File: src/rtl/bcd_counter_sevenseg_mux.sv
`default_nettype none
// +----------------------------------------------------------------------------+
// | Module      : bcd_counter_sevenseg_mux                                     |
// | Description : N-digit BCD up/down counter, prescaled tick, time-muxed      |
// |               7-segment drive. Optional: LEADING_ZERO_BLANK_EN.            |
// | Revision    : 1.0 - initial release                                        |
// +----------------------------------------------------------------------------+
module bcd_counter_sevenseg_mux #(
  parameter int DIGITS         = 4,
  parameter int PRESCALE       = 12000000,
  parameter int SCAN_DIV       = 12000,
  parameter bit SEG_ACTIVE_LOW = 1'b0
) (
  input  logic                  clk,
  input  logic                  rst,
  input  logic                  en,
  input  logic                  up,
  input  logic                  load,
  input  logic [4*DIGITS-1:0]   load_val,
  output logic [4*DIGITS-1:0]   bcd,
  output logic                  wrap,
  output logic [6:0]            seg,
  output logic [DIGITS-1:0]     dig_sel
);

  localparam int PW = (PRESCALE > 1) ? $clog2(PRESCALE) : 1;
  localparam int TW = (SCAN_DIV > 1) ? $clog2(SCAN_DIV) : 1;
  localparam int IW = (DIGITS > 1) ? $clog2(DIGITS) : 1;

  localparam logic [PW-1:0] c_presc_last = PW'(PRESCALE - 1);
  localparam logic [TW-1:0] c_scan_last  = TW'(SCAN_DIV - 1);
  localparam logic [IW-1:0] c_idx_last   = IW'(DIGITS - 1);

  typedef enum logic [0:0] {
    SCAN_HOLD    = 1'b0,
    SCAN_ADVANCE = 1'b1
  } scan_state_t;

  // With a one-cycle dwell the timer sits on its last value permanently.
  localparam scan_state_t c_scan_rst = (SCAN_DIV == 1) ? SCAN_ADVANCE : SCAN_HOLD;

  logic [PW-1:0]        presc_q, presc_d;
  logic [4*DIGITS-1:0]  bcd_q, bcd_d;
  logic                 wrap_q, wrap_d;
  scan_state_t          scan_state_q, scan_state_d;
  logic [TW-1:0]        scan_timer_q, scan_timer_d;
  logic [IW-1:0]        scan_idx_q, scan_idx_d;
  logic [6:0]           seg_q, seg_d;
  logic [DIGITS-1:0]    dig_sel_q, dig_sel_d;

  logic                 tick;
  logic                 step_carry;
  logic [4*DIGITS-1:0]  load_clean;
  logic [4*DIGITS-1:0]  bcd_step;
  logic [DIGITS-1:0]    blank;
  logic                 zero_run;
  logic                 blank_sel;
  logic [3:0]           digit_nib;

  // Ripple carry/borrow through the digits; the final carry is the wrap condition.
  always_comb begin
    tick       = en && (presc_q == c_presc_last);
    load_clean = load_val;
    bcd_step   = bcd_q;
    step_carry = 1'b1;
    for (int i = 0; i < DIGITS; i++) begin
      if (load_val[4*i +: 4] > 4'd9) begin
        load_clean[4*i +: 4] = 4'd0;
      end
      if (step_carry) begin
        if (up) begin
          if (bcd_q[4*i +: 4] == 4'd9) begin
            bcd_step[4*i +: 4] = 4'd0;
          end else begin
            bcd_step[4*i +: 4] = bcd_q[4*i +: 4] + 4'd1;
            step_carry         = 1'b0;
          end
        end else begin
          if (bcd_q[4*i +: 4] == 4'd0) begin
            bcd_step[4*i +: 4] = 4'd9;
          end else begin
            bcd_step[4*i +: 4] = bcd_q[4*i +: 4] - 4'd1;
            step_carry         = 1'b0;
          end
        end
      end
    end

    presc_d = presc_q;
    bcd_d   = bcd_q;
    wrap_d  = 1'b0;
    if (load) begin
      bcd_d   = load_clean;
      presc_d = '0;
    end else if (en) begin
      if (tick) begin
        presc_d = '0;
        bcd_d   = bcd_step;
        wrap_d  = step_carry;
      end else begin
        presc_d = presc_q + PW'(1);
      end
    end
  end

  // ADVANCE is entered exactly when the timer reaches its last value.
  always_comb begin
    scan_timer_d = scan_timer_q + TW'(1);
    scan_idx_d   = scan_idx_q;
    if (scan_state_q == SCAN_ADVANCE) begin
      scan_timer_d = '0;
      scan_idx_d   = (scan_idx_q == c_idx_last) ? '0 : scan_idx_q + IW'(1);
    end
    scan_state_d = (scan_timer_d == c_scan_last) ? SCAN_ADVANCE : SCAN_HOLD;
  end

  always_comb begin
    blank    = '0;
    zero_run = 1'b1;
`ifdef LEADING_ZERO_BLANK_EN
    for (int i = DIGITS - 1; i > 0; i--) begin
      zero_run = zero_run && (bcd_q[4*i +: 4] == 4'd0);
      blank[i] = zero_run;
    end
`endif
  end

  always_comb begin
    digit_nib = 4'd0;
    blank_sel = 1'b0;
    dig_sel_d = '0;
    for (int i = 0; i < DIGITS; i++) begin
      if (scan_idx_q == IW'(i)) begin
        digit_nib    = bcd_q[4*i +: 4];
        blank_sel    = blank[i];
        dig_sel_d[i] = 1'b1;
      end
    end
    case (digit_nib)
      4'd0:    seg_d = 7'h3F;
      4'd1:    seg_d = 7'h06;
      4'd2:    seg_d = 7'h5B;
      4'd3:    seg_d = 7'h4F;
      4'd4:    seg_d = 7'h66;
      4'd5:    seg_d = 7'h6D;
      4'd6:    seg_d = 7'h7D;
      4'd7:    seg_d = 7'h07;
      4'd8:    seg_d = 7'h7F;
      4'd9:    seg_d = 7'h6F;
      default: seg_d = 7'h00;
    endcase
    if (blank_sel) begin
      seg_d = 7'h00;
    end
  end

  always_ff @(posedge clk) begin
    if (rst) begin
      presc_q      <= '0;
      bcd_q        <= '0;
      wrap_q       <= 1'b0;
      scan_state_q <= c_scan_rst;
      scan_timer_q <= '0;
      scan_idx_q   <= '0;
      seg_q        <= 7'h00;
      dig_sel_q    <= '0;
    end else begin
      presc_q      <= presc_d;
      bcd_q        <= bcd_d;
      wrap_q       <= wrap_d;
      scan_state_q <= scan_state_d;
      scan_timer_q <= scan_timer_d;
      scan_idx_q   <= scan_idx_d;
      seg_q        <= seg_d;
      dig_sel_q    <= dig_sel_d;
    end
  end

  assign bcd     = bcd_q;
  assign wrap    = wrap_q;
  assign seg     = seg_q ^ {7{SEG_ACTIVE_LOW}};
  assign dig_sel = dig_sel_q ^ {DIGITS{SEG_ACTIVE_LOW}};

endmodule
`default_nettype wire

File: config.mk
export PLATFORM = sky130hd
export DESIGN_NAME = bcd_counter_sevenseg_mux
export DESIGN_NICKNAME = d
export VERILOG_FILES = /design/src/rtl/bcd_counter_sevenseg_mux.sv
export SDC_FILE = /design/constraint.sdc
export NUM_CORES = 1
export LEC_CHECK = 0
export ABC_AREA = 1
export CAP_MARGIN = 10
export CORE_ASPECT_RATIO = 1.5
export CORE_UTILIZATION = 44
export DETAILED_ROUTE_END_ITERATION = 7
export PLACE_DENSITY = 0.71
export SYNTH_ARGS = -nofsm -noshare
export SYNTH_HDL_FRONTEND = slang
export SYNTH_SLANG_ARGS = --single-unit
export TNS_END_PERCENT = 30
File: constraint.sdc
create_clock -name clk -period 2.75 [get_ports clk]
set_input_delay 0.4125 -clock clk [delete_from_list [all_inputs] [get_ports clk]]
set_output_delay 0.4125 -clock clk [all_outputs]
set_load 0.03 [all_outputs]
==> impl_metrics.py, run 1 <==
metrics = {
    "clock_tree": {
        "ctsHoldBuffers": 0,
        "cts_tree": "yes",
        "cts_resized": 0,
        "root_buffer": "clkbuf_16",
        "clock_path_buffers": 2,
        "cts_sinks": 69,
        "post_cts_buffers": 0,
        "clk-insertion-delay-late_ns": 0.34,
        "path_clk_slew_ns": 0.06,
        "htreeDepth": 3,
        "cts_buffers": 9,
    },
    "power_and_ir_drop": {
        "finalPower_w": 0.00282,
        "p_per_area_nw_per_um2": 540,
        "ir_worst_vdd_mv": 0.434,
        "power.leakage_nw": 2.27,
    },
    "layout": {
        "diodes": 0,
        "drive_above_1_share_pct": 7.60,
        "nets": 778,
        "area_growth_pct": 20.9,
    },
    "synth": {
        "post-synth-top-area-cell": "dfxtp_1",
        "async_flop_share_pct": 0,
        "ys_ff_latch": 69,
        "synth.distinct_cells": 38,
        "netlist_instances": 697,
        "synth_area_leaders": "dfxtp_1, nand2_1, nor2_1",
        "ys.flop_type": "dfxtp_1",
        "yosys_warnings": 0,
        "synth.cell_area_sq_um": 4320,
        "netlist.area_leader.share_pct": 32.0,
        "syn_area_per_cell_sq_um": 6.20,
        "synth_edf_count": 0,
        "synth_nets": 730,
        "seq_area_frac_synth_pct": 32.0,
    },
    "placed_design": {
        "place_congestion": 0.893,
        "port_buffers": 48,
        "hpwl_um": 8580,
    },
    "sta": {
        "rsz0062_at_grt": "no",
        "skew_ns": 0.00393,
        "timing.final.hold_violations": 0,
        "setup_viol": 0,
        "setup_tns_ns": 0,
        "max_slew_margin_pct": 52.0,
        "max_freq_mhz": 414,
        "worst_pin_slew_ns": 0.718,
        "period_needed_ns": 2.42,
        "timing.final.crit_share_pct": 87.8,
        "slew_viol_final": 0,
    },
    "critical_path": {
        "cp-start-kind": "register",
        "cp_max_fo": 5,
        "critical_path_class": "reg -> reg",
        "rrSetupSlack_ns": 0.33,
        "cp.arrival_ns": 2.69,
        "crit_required_ns": 3.03,
        "cp-end-kind": "register",
    },
    "route": {
        "dr.pass1.iters": 5,
        "viasPerCell": 5.19,
        "wirelength_um": 11500,
        "wl_per_cell_um": 13.3,
        "drc": 0,
        "ant_nets": 0,
        "num_vias": 4473,
        "drtIter0Drc": 216,
    },
    "global_routing": {
        "overflow": 0,
        "grt_pass1_vias": 4314,
        "grt_max_degree": 27,
        "antenna_found_initial": 0,
        "grt_pass1_wl_um": 19200,
        "grt.total_usage_pct": 23.7,
    },
    "die": {
        "start_util_pct": 45.9,
        "io_pins": 49,
        "die_height_um": 123,
        "core_area_sq_um": 9420,
        "row_count": 43,
        "die_area_sq_um": 10200,
        "die_w_um": 82.9,
    },
    "flow_run": {
        "drv_cap": 0,
    },
    "min_path": {
        "hp-class": "reg -> reg",
    },
    "status": {
        "status": "finished, final reports clean",
    },
}
-- area by class of cell --
type / count / area [sq um]
fill: 925 / 4190
timing repair buffer: 54 / 526
clock buffer: 12 / 246
inverter: 88 / 330
multi-input combinational: 523 / 2500
tap: 112 / 140
clock inverter: 4 / 95.1
sequential: 69 / 1380
-- state kept, by name (all words and copies together) (netlist names) --
| register | flops |
|---|---|
| wrap | 1 |
| seg | 7 |
| presc_q | 24 |
| scan_timer_q | 14 |
| scan_state_q | 1 |
| bcd | 16 |
| dig_sel | 4 |
| scan_idx_q | 2 |
-- cells in the final DEF, fill, tap and decap left out, types with 2 or more instances in the layout --
cell,n
o21ai_1,5
a21oi_1,42
inv_1,79
o21ai_0,29
xor2_1,7
a21oi_2,2
ha_1,12
o21bai_1,2
or2_2,2
nand4_2,2
nor2_1,109
clkdlybuf4s50_1,48
nand2_1,181
buf_4,6
nand4_1,8
a31oi_1,3
dfxtp_1,69
bufinv_16,3
o211ai_1,4
nor2_4,4
nand2_2,7
clkbuf_16,9
clkbuf_1,2
inv_2,9
nor2_2,7
nand3_1,63
nor3_1,22
a211oi_1,3
-- through the flow --
stage | area (sq um) | setup slack, ns | utilization, % | cells | hold slack (ns)
2_1_floorplan | 4320 | 0.712 | - | 697 | 0.461
3_5_place_dp | 4880 | 0.378 | 51.9 | 846 | 0.488
5_1_grt | 5220 | 0.0832 | 55.5 | 862 | 0.534
4_1_cts | 5220 | 0.360 | 55.5 | 862 | 0.496
3_3_place_gp | 4880 | 0.454 | 51.9 | 846 | 0.477
6_report | 5220 | 0.334 | 55.5 | 862 | 0.496
-- routing by layer --
| metal | vias up | global-route usage [%] | part of all wire (%) |
|---|---|---|---|
| li1 | 2327 | - | - |
| met1 | 2030 | 24.6 | 41 |
| met2 | 87 | 44.6 | 52 |
| met3 | 29 | 4.27 | 3.9 |
| met4 | 0 | 13.7 | 3.2 |
| met5 | - | 0 | 0 |
-- critical path: stages, from the launching register on --
cell      delay [ns]
dfxtp_1         0.40
inv_1           0.09
ha_1            0.25
inv_1           0.16
o211ai_1        0.14
a22oi_1         0.46
inv_1           0.14
ha_1            0.23
or2_2           0.28
o21ai_0         0.07
nor2_1          0.06
nor2_1          0.07
-- cell families after synthesis --
group / Yosys count / synth area share [%]
fa+ha+maj: 12 / 3.47
flops: 69 / 32.0
buf+inv: 105 / 10.1
xor+xnor: 8 / 1.62
simple gates: 410 / 41.1
compound gates: 93 / 11.7
-- cells in the mapped netlist (4+ instances only) --
| cell | n |
|---|---|
| inv_1 | 79 |
| nor2_2 | 7 |
| nand4_1 | 8 |
| nand2_2 | 7 |
| nor3_1 | 22 |
| nor2_4 | 4 |
| a21oi_1 | 42 |
| xor2_1 | 7 |
| ha_1 | 12 |
| dfxtp_1 | 69 |
| inv_2 | 9 |
| clkbuf_1 | 9 |
| o211ai_1 | 4 |
| o21ai_0 | 29 |
| nand2_1 | 181 |
| nand3_1 | 63 |
| o21ai_1 | 5 |
| nor2_1 | 109 |
-- final timing paths --
kind / cells past startpoint / startpoint / to
max reg2reg: 11 / scan_idx_q[0] / seg[0]
max: 11 / scan_idx_q[0] / seg[0]
min: 2 / presc_q[1] / presc_q[1]
min reg2reg: 2 / presc_q[1] / presc_q[1]
-- where the power goes --
part / switching [W] / internal (W) / leakage (nW)
registers: 0.0000426 / 0.00103 / 0.562
clock network: 0.000429 / 0.000909 / 0.167
logic: 0.000246 / 0.000160 / 1.55
Note: power is estimated with default switching activity, not from simulation.
==> run 2, diff against run 1 <==
--- a/config.mk
+++ b/config.mk
@@ -8,9 +8,9 @@
 export ABC_AREA = 1
 export CAP_MARGIN = 10
 export CORE_ASPECT_RATIO = 1.5
-export CORE_UTILIZATION = 44
+export CORE_UTILIZATION = 55
 export DETAILED_ROUTE_END_ITERATION = 7
-export PLACE_DENSITY = 0.71
+export PLACE_DENSITY = 0.84
 export SYNTH_ARGS = -nofsm -noshare
 export SYNTH_HDL_FRONTEND = slang
 export SYNTH_SLANG_ARGS = --single-unit
==> impl_metrics.py, run 2 (synthesis gave the netlist of run 1 again) <==
metrics = {
    "critical_path": {
        "cp.arrival_ns": 2.76,
        "crit_required_ns": 3.03,
        "cp-end-kind": "register",
        "cp-start-kind": "register",
        "worst_path_largest_cell_delay_ns": 0.45,
        "critical_path_class": "reg -> reg",
        "path_cells": "inv_1, ha_1, inv_1, o211ai_1, a22oi_1, inv_1, ha_1, or2_2, o21ai_0, nor2_1, nor2_1",
        "worstPathBufferInverterCount": 3,
        "crit_top_cell": "inv_1",
        "cp_max_fo": 5,
        "slowest_stage": "a22oi_1",
        "crit_family": "compound AO/OA/AOI/OAI gates",
    },
    "clock_tree": {
        "cts_resized": 0,
        "htreeDepth": 3,
        "cts_tree": "yes",
        "ctsHoldBuffers": 0,
        "post_cts_buffers": 0,
        "root_buffer": "clkbuf_16",
        "clk-insertion-delay-late_ns": 0.34,
        "path_clk_slew_ns": 0.06,
        "clock_path_buffers": 2,
        "cts_sinks": 69,
        "cts_buffers": 9,
    },
    "layout": {
        "diodes": 0,
        "area_growth_pct": 20.6,
        "layout_commonest_cell": "nand2_1",
        "final.fill_count": 654,
        "nets": 778,
        "drive_above_1_share_pct": 7.73,
        "stdcell_count": 852,
        "largest_reg_flops": 24,
        "final_cell_mix": "nand2_1, nor2_1, inv_1, dfxtp_1, nand3_1",
        "top_register": "presc_q",
        "multi_input_area_sq_um": 2500,
        "seqCellArea_sq_um": 1380,
    },
    "flow_run": {
        "drv_cap": 0,
    },
    "global_routing": {
        "grt.total_usage_pct": 28.7,
        "grt_pass1_vias": 4354,
        "grt_pass1_wl_um": 18400,
        "grt_max_degree": 20,
        "overflow": 0,
        "antenna_found_initial": 0,
    },
    "sta": {
        "period_needed_ns": 2.48,
        "timing.final.crit_share_pct": 90.0,
        "max_freq_mhz": 404,
        "setup_tns_ns": 0,
        "max_slew_margin_pct": 56.7,
        "worst_pin_slew_ns": 0.647,
        "rsz0062_at_grt": "no",
        "fin_ws_ns": 0.275,
        "slew_viol_final": 0,
        "timing.final.hold_violations": 0,
        "setup_viol": 0,
        "skew_ns": 0.00486,
    },
    "route": {
        "ant_nets": 0,
        "wirelength_um": 11200,
        "wl_per_cell_um": 13.1,
        "dr.pass1.iters": 5,
        "drc": 0,
        "num_vias": 4628,
        "drtIter0Drc": 206,
        "viasPerCell": 5.43,
    },
    "power_and_ir_drop": {
        "ir_worst_vdd_mv": 0.395,
        "p_per_area_nw_per_um2": 539,
        "finalPower_w": 0.00281,
        "power.leakage_nw": 2.27,
    },
    "die": {
        "die_height_um": 111,
        "start_util_pct": 56.8,
        "io_pins": 49,
        "die_area_sq_um": 8220,
        "row_count": 39,
        "die_w_um": 74.4,
        "core_area_sq_um": 7610,
    },
    "placed_design": {
        "hpwl_um": 8290,
        "place_congestion": 0.925,
        "dpl.cell_count": 836,
        "dpl_worst_slack_ns": 0.280,
        "port_buffers": 48,
    },
    "min_path": {
        "hp-class": "reg -> reg",
    },
    "status": {
        "status": "finished, final reports clean",
    },
}
run 2: cell type report:
type / count / share of cell area (%)
multi-input cells: 523 / 48.1
flip-flops and latches: 69 / 26.5
repair buffers: 54 / 10.1
inverters: 88 / 6.34
clock buffers: 10 / 4.39
well taps: 102 / 2.45
clock inverters: 6 / 2.14
run 2: power by group:
part / switching [W] / internal (W) / total (W)
registers: 0.0000421 / 0.00103 / 0.00107
logic: 0.000248 / 0.000160 / 0.000408
clock network: 0.000444 / 0.000885 / 0.00133
total: 0.000734 / 0.00208 / 0.00281
run 2: path summary, 6_finish.rpt:
| check | from | endpoint | slack (ns) | cells past startpoint |
|---|---|---|---|---|
| setup reg to reg | scan_idx_q[0] | seg[0] | 0.27 | 11 |
| hold reg to reg | presc_q[1] | presc_q[1] | 0.50 | 2 |
| setup / recovery | scan_idx_q[0] | seg[0] | 0.27 | 11 |
| hold / removal | presc_q[1] | presc_q[1] | 0.50 | 2 |
run 2: worst register-to-register path, stage by stage (launching register included):
cell	delay, ns
dfxtp_1	0.41
inv_1	0.10
ha_1	0.26
inv_1	0.15
o211ai_1	0.13
a22oi_1	0.45
inv_1	0.14
ha_1	0.25
or2_2	0.29
o21ai_0	0.08
nor2_1	0.08
nor2_1	0.08
run 2: per-layer routing:
layer | track usage [%] | vias up | wire, um
li1 | - | 2335 | -
met1 | 29.8 | 2120 | 4280
met2 | 50.9 | 129 | 5930
met3 | 5.11 | 44 | 429
met4 | 17.6 | 0 | 534
met5 | 0 | - | 0
run 2: metrics by stage:
step / cell area (sq um) / utilization [%] / hold WS (ns)
floorplan: 4320 / - / 0.461
global placement: 4870 / 64.0 / 0.478
detailed placement: 4870 / 64.0 / 0.486
CTS: 5210 / 68.4 / 0.494
global route: 5210 / 68.4 / 0.525
finish: 5210 / 68.4 / 0.497
